--- src/rtl/sar_pkg.sv ---
// rtl/sar_pkg.sv - shared types and defaults for the SAR code assembler
package sar_pkg;

    localparam int SAR_NBITS = 4;

    typedef enum logic {IDLE, CONV} sar_state_t;

    typedef logic [SAR_NBITS-1:0] sar_code_t;

endpackage

--- src/rtl/sar_out_fifo.sv ---
// rtl/sar_out_fifo.sv - 2-entry valid/ready buffer for completed SAR codes
// Head is a dedicated register so DOUT keeps the last popped code while empty.
module sar_out_fifo #(
    parameter int W     = 4,
    parameter int DEPTH = 2
) (
    input  logic         CLK,
    input  logic         RESETN,
    input  logic         push,
    input  logic [W-1:0] push_data,
    output logic         full,
    output logic         DVALID,
    input  logic         DREADY,
    output logic [W-1:0] DOUT
);

    logic [W-1:0] head_q;
    logic [W-1:0] tail_q;
    logic [1:0]   count_q;
    logic         pop;
    logic         push_ok;

    assign DVALID  = (count_q != 2'd0);
    assign full    = (count_q == 2'(DEPTH));
    assign pop     = DVALID && DREADY;
    assign push_ok = push && (!full || pop);
    assign DOUT    = head_q;

    always_ff @(posedge CLK or negedge RESETN) begin
        if (!RESETN) begin
            head_q  <= '0;
            tail_q  <= '0;
            count_q <= 2'd0;
        end else begin
            if (pop && full)
                head_q <= tail_q;
            // A push lands in the head when the head slot is (or becomes) free,
            // otherwise behind it; a full buffer only takes it alongside a pop.
            if (push) begin
                if (count_q == 2'd0 || (count_q == 2'd1 && pop))
                    head_q <= push_data;
                else if (count_q == 2'd1 || pop)
                    tail_q <= push_data;
            end
            count_q <= count_q + {1'b0, push_ok} - {1'b0, pop};
        end
    end

endmodule

--- src/rtl/sar_code_assembler.sv ---
// rtl/sar_code_assembler.sv - SAR trial register, code assembly and output buffering
// Restarting SARRST always wins over the pending decision, including the last one.
module sar_code_assembler
    import sar_pkg::*;
#(
    parameter int NBITS      = SAR_NBITS,
    parameter int FIFO_DEPTH = 2
) (
    input  logic             CLK,
    input  logic             RESETN,
    input  logic             SARRST,
    input  logic             VCOMP,
    output logic [NBITS-1:0] DACB,
    output logic             BUSY,
    output logic             EOC,
    output logic [NBITS-1:0] DOUT,
    output logic             DVALID,
    input  logic             DREADY,
    output logic             OVF,
    input  logic             OVF_CLR,
    output logic             ABORT
);

    localparam int IDX_W = $clog2(NBITS);
    localparam logic [IDX_W-1:0] IDX_TOP = IDX_W'(NBITS - 1);

    sar_state_t       state_q, state_d;
    logic [NBITS-1:0] dacb_q, dacb_d;
    logic [IDX_W-1:0] idx_q, idx_d;
    logic             push;
    logic             abort_d;
    logic             eoc_q, abort_q, ovf_q;
    logic             full;
    logic             drop;
    logic [NBITS-1:0] push_data;

    assign push_data = {dacb_q[NBITS-1:1], VCOMP};

    always_comb begin
        state_d = state_q;
        dacb_d  = dacb_q;
        idx_d   = idx_q;
        push    = 1'b0;
        abort_d = 1'b0;
        if (SARRST) begin
            abort_d = (state_q == CONV);
            state_d = CONV;
            dacb_d  = {1'b1, {(NBITS-1){1'b0}}};
            idx_d   = IDX_TOP;
        end else if (state_q == CONV) begin
            dacb_d[idx_q] = VCOMP;
            if (idx_q != '0) begin
                dacb_d[idx_q - 1'b1] = 1'b1;
                idx_d = idx_q - 1'b1;
            end else begin
                push    = 1'b1;
                state_d = IDLE;
                dacb_d  = '0;
            end
        end
    end

    // The pop seen here is the one the buffer performs on this same edge.
    assign drop = push && full && !(DVALID && DREADY);

    always_ff @(posedge CLK or negedge RESETN) begin
        if (!RESETN) begin
            state_q <= IDLE;
            dacb_q  <= '0;
            idx_q   <= '0;
            eoc_q   <= 1'b0;
            abort_q <= 1'b0;
            ovf_q   <= 1'b0;
        end else begin
            state_q <= state_d;
            dacb_q  <= dacb_d;
            idx_q   <= idx_d;
            eoc_q   <= push;
            abort_q <= abort_d;
            if (drop)
                ovf_q <= 1'b1;
            else if (OVF_CLR)
                ovf_q <= 1'b0;
        end
    end

    sar_out_fifo #(
        .W     (NBITS),
        .DEPTH (FIFO_DEPTH)
    ) u_out_fifo (
        .CLK       (CLK),
        .RESETN    (RESETN),
        .push      (push),
        .push_data (push_data),
        .full      (full),
        .DVALID    (DVALID),
        .DREADY    (DREADY),
        .DOUT      (DOUT)
    );

    assign DACB  = dacb_q;
    assign BUSY  = (state_q == CONV);
    assign EOC   = eoc_q;
    assign ABORT = abort_q;
    assign OVF   = ovf_q;

endmodule

--- config.mk ---
export PLATFORM = sky130hd
export DESIGN_NAME = sar_code_assembler
export DESIGN_NICKNAME = d
export VERILOG_FILES = /design/src/rtl/sar_pkg.sv /design/src/rtl/sar_out_fifo.sv /design/src/rtl/sar_code_assembler.sv
export SDC_FILE = /design/constraint.sdc
export NUM_CORES = 1
export LEC_CHECK = 0
export CORE_MARGIN = 3
export CORE_UTILIZATION = 32
export CTS_BUF_LIST = sky130_fd_sc_hd__clkbuf_8
export DETAILED_ROUTE_END_ITERATION = 8
export MAX_ROUTING_LAYER = met4
export PLACE_DENSITY = 0.56
export SLEW_MARGIN = 5
export SYNTH_ARGS = -nofsm -noshare
export SYNTH_HDL_FRONTEND = slang
export SYNTH_SLANG_ARGS = --single-unit
--- constraint.sdc ---
create_clock -name CLK -period 2.5 [get_ports CLK]
set_input_delay 0.375 -clock CLK [delete_from_list [all_inputs] [get_ports CLK]]
set_output_delay 0.375 -clock CLK [all_outputs]
set_load 0.02 [all_outputs]
## After elaboration in Yosys (flattened, before gate mapping)

Index checks and enable logic that the tools add are counted.

- Bitwise gates (word level): 2
- Muxes and demuxes: 23
- Reductions and logical operators: 21
- $lt $le $gt $ge: 4
- $add $sub $neg: 3
- Equality and inequality tests: 2

Operators by type and width:

| operator | count |
|---|---|
| 4-bit two-way mux | 6 |
| 1-bit two-way mux | 11 |
| 2-bit nonzero test | 5 |
| 1-bit logical AND | 8 |
| 2-bit by 3-bit < comparator with 1-bit output, second input constant | 2 |
| 2-bit two-way mux | 3 |
| 4-bit bitwise mux | 1 |
| 1-bit demux with 2-bit select | 2 |
| 2-bit by 1-bit >= comparator with 1-bit output, second input constant | 2 |
| 4-bit OR | 1 |
| 1-bit logical OR | 3 |
| 3-bit AND reduction | 1 |
| 2-bit by 1-bit adder with 2-bit output | 1 |
| 2-bit by 1-bit == test with 1-bit output, second input constant | 1 |
| 2-bit == test, second input constant | 1 |
| 1-bit logical NOT | 2 |
| 2-bit logical NOT | 1 |
| 2-bit AND reduction | 1 |
| 2-bit by 1-bit subtractor with 2-bit output | 1 |
| 2-bit by 1-bit subtractor with 2-bit output, second input constant | 1 |
| 1-bit NOT | 1 |

- Output and inout port bits: 13
- Input port bits: 6
- Logic and storage cells: 64
- Register bits: 20

## Logic depth before layout (Yosys ltp)

Gate-level depths: netlist of run 1.

- Depth after elaboration: 9
- Gate-level depth with buffers: 6
- Mapped depth without buffers: 6

## Cells and area by module

A second synthesis of run 1 with hierarchy kept.

- Cells, all modules: 115
- Area total of the unflattened synthesis: 1196.1 µm²

By module, submodules not included:

| module | seq. area each (µm²) | cells each | instances | area an instance (µm²) |
|---|---|---|---|---|
| sar_out_fifo | 250.2 | 66 | 1 | 643.1 |
| sar_code_assembler | 250.2 | 49 | 1 | 553.0 |

## Worst setup path after synthesis of run 1

OpenSTA, ideal clock, no wires.

- Path kind: reg-to-reg
- From: register idx_q[0]
- To: register u_out_fifo.head_q[3] (netlist: u_out_fifo.DOUT[3])
- Setup time: 0.125 ns
- Setup slack: 0.692 ns
- Buffers on the path: 1
- Data required time: 2.375 ns
- Arrival time: 1.683 ns
- Stages on the path, launching flop included: 7
- Clock period less this slack: 1.808 ns
- Cell sequence: dfrtp_1 inv_1 ha_1 nand3b_2 or3_1 buf_2 mux2_4

- Cells in the longest elaborated chain, start to end: 5

RTL lines:

| element | RTL line | source |
|---|---|---|
| start: declaration | sar_code_assembler.sv:29 | `logic [IDX_W-1:0] idx_q, idx_d;` |
| start signal: assignment | sar_code_assembler.sv:77 | `idx_q <= idx_d;` |
| 2-bit nonzero test | sar_code_assembler.sv:52 | `if (idx_q != '0) begin` |
| 1-bit two-way mux | sar_code_assembler.sv:52 |  |
| 1-bit two-way mux | sar_code_assembler.sv:50 | `end else if (state_q == CONV) begin` |
| 1-bit two-way mux | sar_code_assembler.sv:45 | `if (SARRST) begin` |
| 4-bit two-way mux | sar_out_fifo.sv:39 | `if (push) begin` |
| end signal: assignment | sar_out_fifo.sv:36 | `head_q <= tail_q;` |
| end signal: assignment | sar_out_fifo.sv:41 | `head_q <= push_data;` |
| end: declaration | sar_out_fifo.sv:17 | `logic [W-1:0] head_q;` |

No other way between the ends.
A chain may end at the register's enable or synchronous reset.

## Worst setup path in the final report of run 1

Ends and elaborated chain as after synthesis.

==> impl_metrics.ini, run 1 <==
[sta]
clock_skew_ns = 0.001793
timing.max_slew.rel_slack_pct = 79.01
achievable-frequency_mhz = 503.3
post-route-period-util_pct = 79.47
final-max-slew-violation-count = 0
setup_viol = 0
worst-slew-pin-transition_ns = 0.3139
grt_setup_unrepaired = no
setup_total_negative_slack_ns = 0
timing.final.hold_violations = 0
final_worst_path_setup_slack_ns = 0.5133
layout_min_cycle_time_ns = 1.987

[synth]
synth_cells = 92
syn_nets = 105
synthDistinctLibCells = 34
syn-mean-instance-area_sq_um = 11.17
synth_top_flop_cell = dfrtp_1
yosysWarnings = 0
synth.most_common_cell = dfrtp_1
synth.ff_latch_count = 20
ys_top_cells_by_count = 20 x dfrtp_1, 10 x inv_1, 7 x ha_1
yosysSeqAreaShare_pct = 48.72
yosysTopAreaCellShare_pct = 48.72
yosys-top-cells-area = dfrtp_1 49%, ha_1 8.5%, mux2_2 5.5%
async_reset_ff_share_pct = 100.0
yosys.area.top_type = dfrtp_1
synth_edf_count = 0
post_synth_instance_area_sq_mm = 0.001027

[die]
placement_rows = 19
placeableCoreArea_sq_mm = 0.002900
die-area_sq_mm = 0.003926
initial_core_util_pct = 35.42
pin_count = 19
die_outline_width_um = 62.66
die_h_um = 62.66

[global_routing]
grt-ovfl-total = 0
track_usage_pct = 11.51
vias_in_the_first_global_route = 721
number_of_antenna_violations_at_the_first_check_in_global_routing = 0
grt_max_degree = 21
grt_first_pass_wirelength_mm = 3.505

[setup_path]
critical_path.reg2reg.endpoint = u_out_fifo.DOUT[3]
critPathArrivalTime_ns = 2.13
worst-setup-path-type = reg -> reg
required_time_reported_for_the_critical_path_endpoint_ns = 2.64
worstSetupStartpoint = idx_q[0]
end_kind = flip-flop
critical_path.startpoint_type = flip-flop
critical_path_buf_inv_count = 1
critical-path-max-stage-delay_ns = 0.49
path_delay_family = simple AND/OR/NAND/NOR gates
worst_path_max_delay_cell = or3_1
worst-r2r-cell-count = 5
worst_r2r_startpoint = idx_q[0]
cp_max_fo = 5
regToRegSetupSlack_ns = 0.51
critical_path.cell_chain = inv_1, ha_1, nand3b_2, or3_1, mux2_4

[place]
dp_worst_setup_slack_ns = 0.4671
number_of_input_and_output_port_buffers_inserted = 18
dp.final_hpwl_mm = 1.440
place_congestion = 0.7346

[final_layout]
final_layout_size_suffix_gt1_share_pct = 14.78
count_of_nets_after_finishing = 129
antenna_cells_inserted = 0
syn2layout_area_growth_pct = 29.35

[cts]
clockBufferDepth = 2
postCtsResizedCells = 0
cts_tree = yes
cts_made_buffers = 3
htree_num_levels = 1
numClockSinks = 20
insertion_delay_ns = 0.25
cts.repair_timing.setup_buffer_count = 0
clock_tree.root_cell = clkbuf_8
clkSlewWorstSetupHoldPaths_ns = 0.07
cts.hold.buffers_added = 0

[power]
vdd_drop_max_mv = 0.4211
power.density_cell_area_mw_per_mm2 = 1002
p_leak_nw = 0.6333
totalPowerFinal_w = 0.001332

[outcome]
status = finished, final reports clean

[hold_path]
hold_path.class = in -> async

[route]
drt_pre_antenna_iters = 3
drc = 0
routed-via-count = 712
ant_nets = 0
via_per_inst = 4.535
drt_iter0_markers = 23
wl_per_cell_um = 12.20
wirelength_mm = 1.916

[job]
timing.max_cap.violations = 0
-- cell families after synthesis --
| group | share of synthesized area (%) |
|---|---|
| DFF | 48.72 |
| and+or+nand+nor | 14.25 |
| xor gates and xnor gates | 1.706 |
| muxes | 11.81 |
| buffers and inverters | 4.506 |
| adders and majority gates | 8.526 |
| AOI/OAI and AO/OA | 10.48 |
-- power by group --
part	leakage [nW]	internal [W]	switching (W)
clock	0.0288	0.000140	0.000101
combinational	0.353	0.000298	0.000280
sequential	0.251	0.000429	0.0000837
-- final cells by class --
class / instances / area, sq um
Tap cell: 42 / 52.55
Fill cell: 285 / 1572
Sequential cell: 20 / 500.5
Clock buffer: 4 / 55.05
Inverter: 10 / 37.54
Timing Repair Buffer: 21 / 202.7
Multi-Input combinational cell: 60 / 480.5
-- per-layer routing --
layer | GRT usage [%] | wire length, um
met5 | - | 0
met4 | 4.959 | 10
met3 | 2.878 | 80
met2 | 18.77 | 901
met1 | 13.44 | 923
-- metrics by stage --
stage | utilization [%] | instance area (sq um) | cells | hold slack, ns
2_1_floorplan | - | 1027 | 92 | 0.07941
3_3_place_gp | 43.92 | 1274 | 153 | 0.4925
3_5_place_dp | 43.92 | 1274 | 153 | 0.5037
4_1_cts | 45.82 | 1329 | 157 | 0.4645
5_1_grt | 45.82 | 1329 | 157 | 0.4938
6_report | 45.82 | 1329 | 157 | 0.4616
-- flip-flops by register name, summed over array words and instances, names as in the netlist --
name                count
OVF                     1
BUSY                    1
u_out_fifo.tail_q       4
ABORT                   1
EOC                     1
idx_q                   2
DACB                    4
u_out_fifo.count_q      2
u_out_fifo.DOUT         4
-- cell usage in the layout, fill, tap and decap left out, types with 2 or more instances in the layout --
cell,count
a21oi_1,3
a31oi_1,2
buf_4,3
clkbuf_8,4
clkdlybuf4s50_1,18
dfrtp_1,20
ha_1,7
inv_1,10
mux2_2,5
mux2i_1,5
nand2_1,3
nand2b_1,3
nor2_1,4
nor2b_1,3
o21ai_0,2
o22ai_1,2
or2_2,2
xnor2_1,2
-- worst max path at each step --
stage                               endpoint  cells after the start
final                     u_out_fifo.DOUT[3]                      5
after global routing      u_out_fifo.DOUT[3]                      5
after CTS                 u_out_fifo.DOUT[3]                      5
after detailed placement  u_out_fifo.DOUT[3]                      4
after global placement    u_out_fifo.DOUT[3]                      4
after floorplan           u_out_fifo.DOUT[3]                      6
(Power assumes the default switching activity.)
==> inputs of run 2 (changes only) <==
PLACE_DENSITY = 0.58   (was 0.56)
clock period = 1.6 ns   (was 2.5 ns; I/O delays follow)
==> impl_metrics.ini, run 2 (same netlist as run 1, synthesis figures left out) <==
[route]
drt_iter0_markers = 17
ant_nets = 0
drc = 0
wl_per_cell_um = 11.99
routed-via-count = 769
via_per_inst = 4.577
wirelength_mm = 2.014
drt_pre_antenna_iters = 4

[global_routing]
vias_in_the_first_global_route = 810
grt-ovfl-total = 0
grt_first_pass_wirelength_mm = 3.643
number_of_antenna_violations_at_the_first_check_in_global_routing = 0
track_usage_pct = 11.81
grt_max_degree = 21

[sta]
worst-slew-pin-transition_ns = 0.2654
timing.final.hold_violations = 0
achievable-frequency_mhz = 650.8
setup_viol = 0
timing.max_slew.rel_slack_pct = 82.15
clock_skew_ns = 0.007862
layout_min_cycle_time_ns = 1.537
final-max-slew-violation-count = 0
final_worst_path_setup_slack_ns = 0.06348
post-route-period-util_pct = 96.03

[setup_path]
end_kind = flip-flop
critical_path.cell_chain = clkdlybuf4s50_1, or3b_1, a21oi_2, mux2_2
cp_max_fo = 4
worst-setup-path-type = in -> reg
critical-path-max-stage-delay_ns = 0.41
required_time_reported_for_the_critical_path_endpoint_ns = 1.75
critical_path.startpoint_type = primary input
critPathArrivalTime_ns = 1.68
worst_path_max_delay_cell = clkdlybuf4s50_1

[final_layout]
count_of_nets_after_finishing = 140
filler_cell_count = 286
antenna_cells_inserted = 0
commonest_cells_after_routing_fill_and_taps_aside = 19 x dfrtp_1, 16 x clkdlybuf4s50_1, 14 x buf_4, 8 x inv_1, 6 x ha_1
area.sequential_sq_um = 501.7
syn2layout_area_growth_pct = 41.41
layout.cells.most_common = dfrtp_1
final_layout_size_suffix_gt1_share_pct = 26.19
multi_input_comb_area_sq_um = 506.7
final_core_utilization_pct = 50.09

[cts]
cts_made_buffers = 3
cts.hold.buffers_added = 0
htree_num_levels = 1
insertion_delay_ns = 0.26
clkSlewWorstSetupHoldPaths_ns = 0.08
cts_tree = yes
clock_tree.root_cell = clkbuf_8
numClockSinks = 20
clockBufferDepth = 2

[die]
initial_core_util_pct = 35.42
placement_rows = 19
die_h_um = 62.66
pin_count = 19
placeableCoreArea_sq_mm = 0.002900
die_outline_width_um = 62.66
die-area_sq_mm = 0.003926

[power]
vdd_drop_max_mv = 0.6140
pwr-share-comb_pct = 44.5
swShare_pct = 33.00
power.share.clock_pct = 21.5
p_leak_nw = 0.7007
power.density_cell_area_mw_per_mm2 = 1590
pwr-share-seq_pct = 33.9
net-switching-power_w = 0.0007620
internal_power_w = 0.001547

[outcome]
status = finished, final reports clean

[place]
dp.final_hpwl_mm = 1.517
dp_worst_setup_slack_ns = -0.2105
number_of_input_and_output_port_buffers_inserted = 18
place_congestion = 0.7778

[hold_path]
hold_path.class = in -> async

[job]
timing.max_cap.violations = 0
[run 2: path summary, 6_finish.rpt]
| path | startpoint | to | slack, ns | depth (start not counted) |
|---|---|---|---|---|
| max | DREADY | u_out_fifo.tail_q[3] | 0.06 | 4 |
| min in group CLK | u_out_fifo.tail_q[1] | u_out_fifo.tail_q[1] | 0.51 | 1 |
| min reg2reg | u_out_fifo.tail_q[1] | u_out_fifo.tail_q[1] | 0.51 | 1 |
| max in group asynchronous | RESETN | BUSY | 1.05 | 2 |
| min | RESETN | idx_q[1] | 0.32 | 2 |
| max reg2reg | idx_q[1] | u_out_fifo.DOUT[3] | 0.08 | 5 |
[run 2: final cells by class]
type,count,share of cell area [%]
Clock inverter,1,2.067
Multi-Input combinational cell,60,34.88
Inverter,10,2.584
Timing Repair Buffer,32,19.47
Sequential cell,20,34.54
Clock buffer,3,2.842
Tap cell,42,3.618
[run 2: power groups by stage]
| stage | Clock, W | Combinational [W] | Sequential [W] |
|---|---|---|---|
| 3_5_place_dp | 0 | 0.00102 | 0.000799 |
| 6_report | 0.000497 | 0.00103 | 0.000784 |
| 5_1_grt | 0.000546 | 0.00114 | 0.000811 |
| 2_1_floorplan | 0 | 0.000467 | 0.000921 |
| 3_3_place_gp | 0 | 0.00101 | 0.000788 |
| 4_1_cts | 0.000517 | 0.00101 | 0.000789 |
[run 2: per-layer routing]
metal  vias to the layer above  wire length [um]  global-route usage, %
li1                        384                 -                      -
met1                       368               943                  14.62
met3                         4                89                  2.698
met4                         0                29                  5.785
met5                         -                 0                      -
met2                        13               952                  18.11
[run 2: critical path: cells and delay by family]
family | cells | cell delay, ns
buf+inv | 1 | 0.41
simple gates | 1 | 0.40
mux | 1 | 0.37
compound gates | 1 | 0.26
[run 2: repair_timing]
action                     CTS  global route
gates resized for setup      3             1
buffers inserted             0             2
pin swaps                    0             0
setup endpoints to repair    2             4
gates cloned                 0             0
[run 2: per-stage QoR]
step	total power, W	cell area [sq um]	setup TNS (ns)	hold WS (ns)	cells
after floorplan	0.001388	1055	-0.04325	-0.05559	92
after global placement	0.001803	1363	-1.146	0.4905	162
after detailed placement	0.001820	1363	-1.181	0.5003	162
after CTS	0.002319	1433	0	0.3229	166
after global routing	0.002500	1453	-0.01518	0.3585	168
final	0.002309	1453	0	0.3186	168
==> inputs of run 3 (changes only) <==
SKIP_LAST_GASP = 1   (was default)
==> results of run 3 <==
The final DEF is identical to that of run 2; final timing and power are the same.
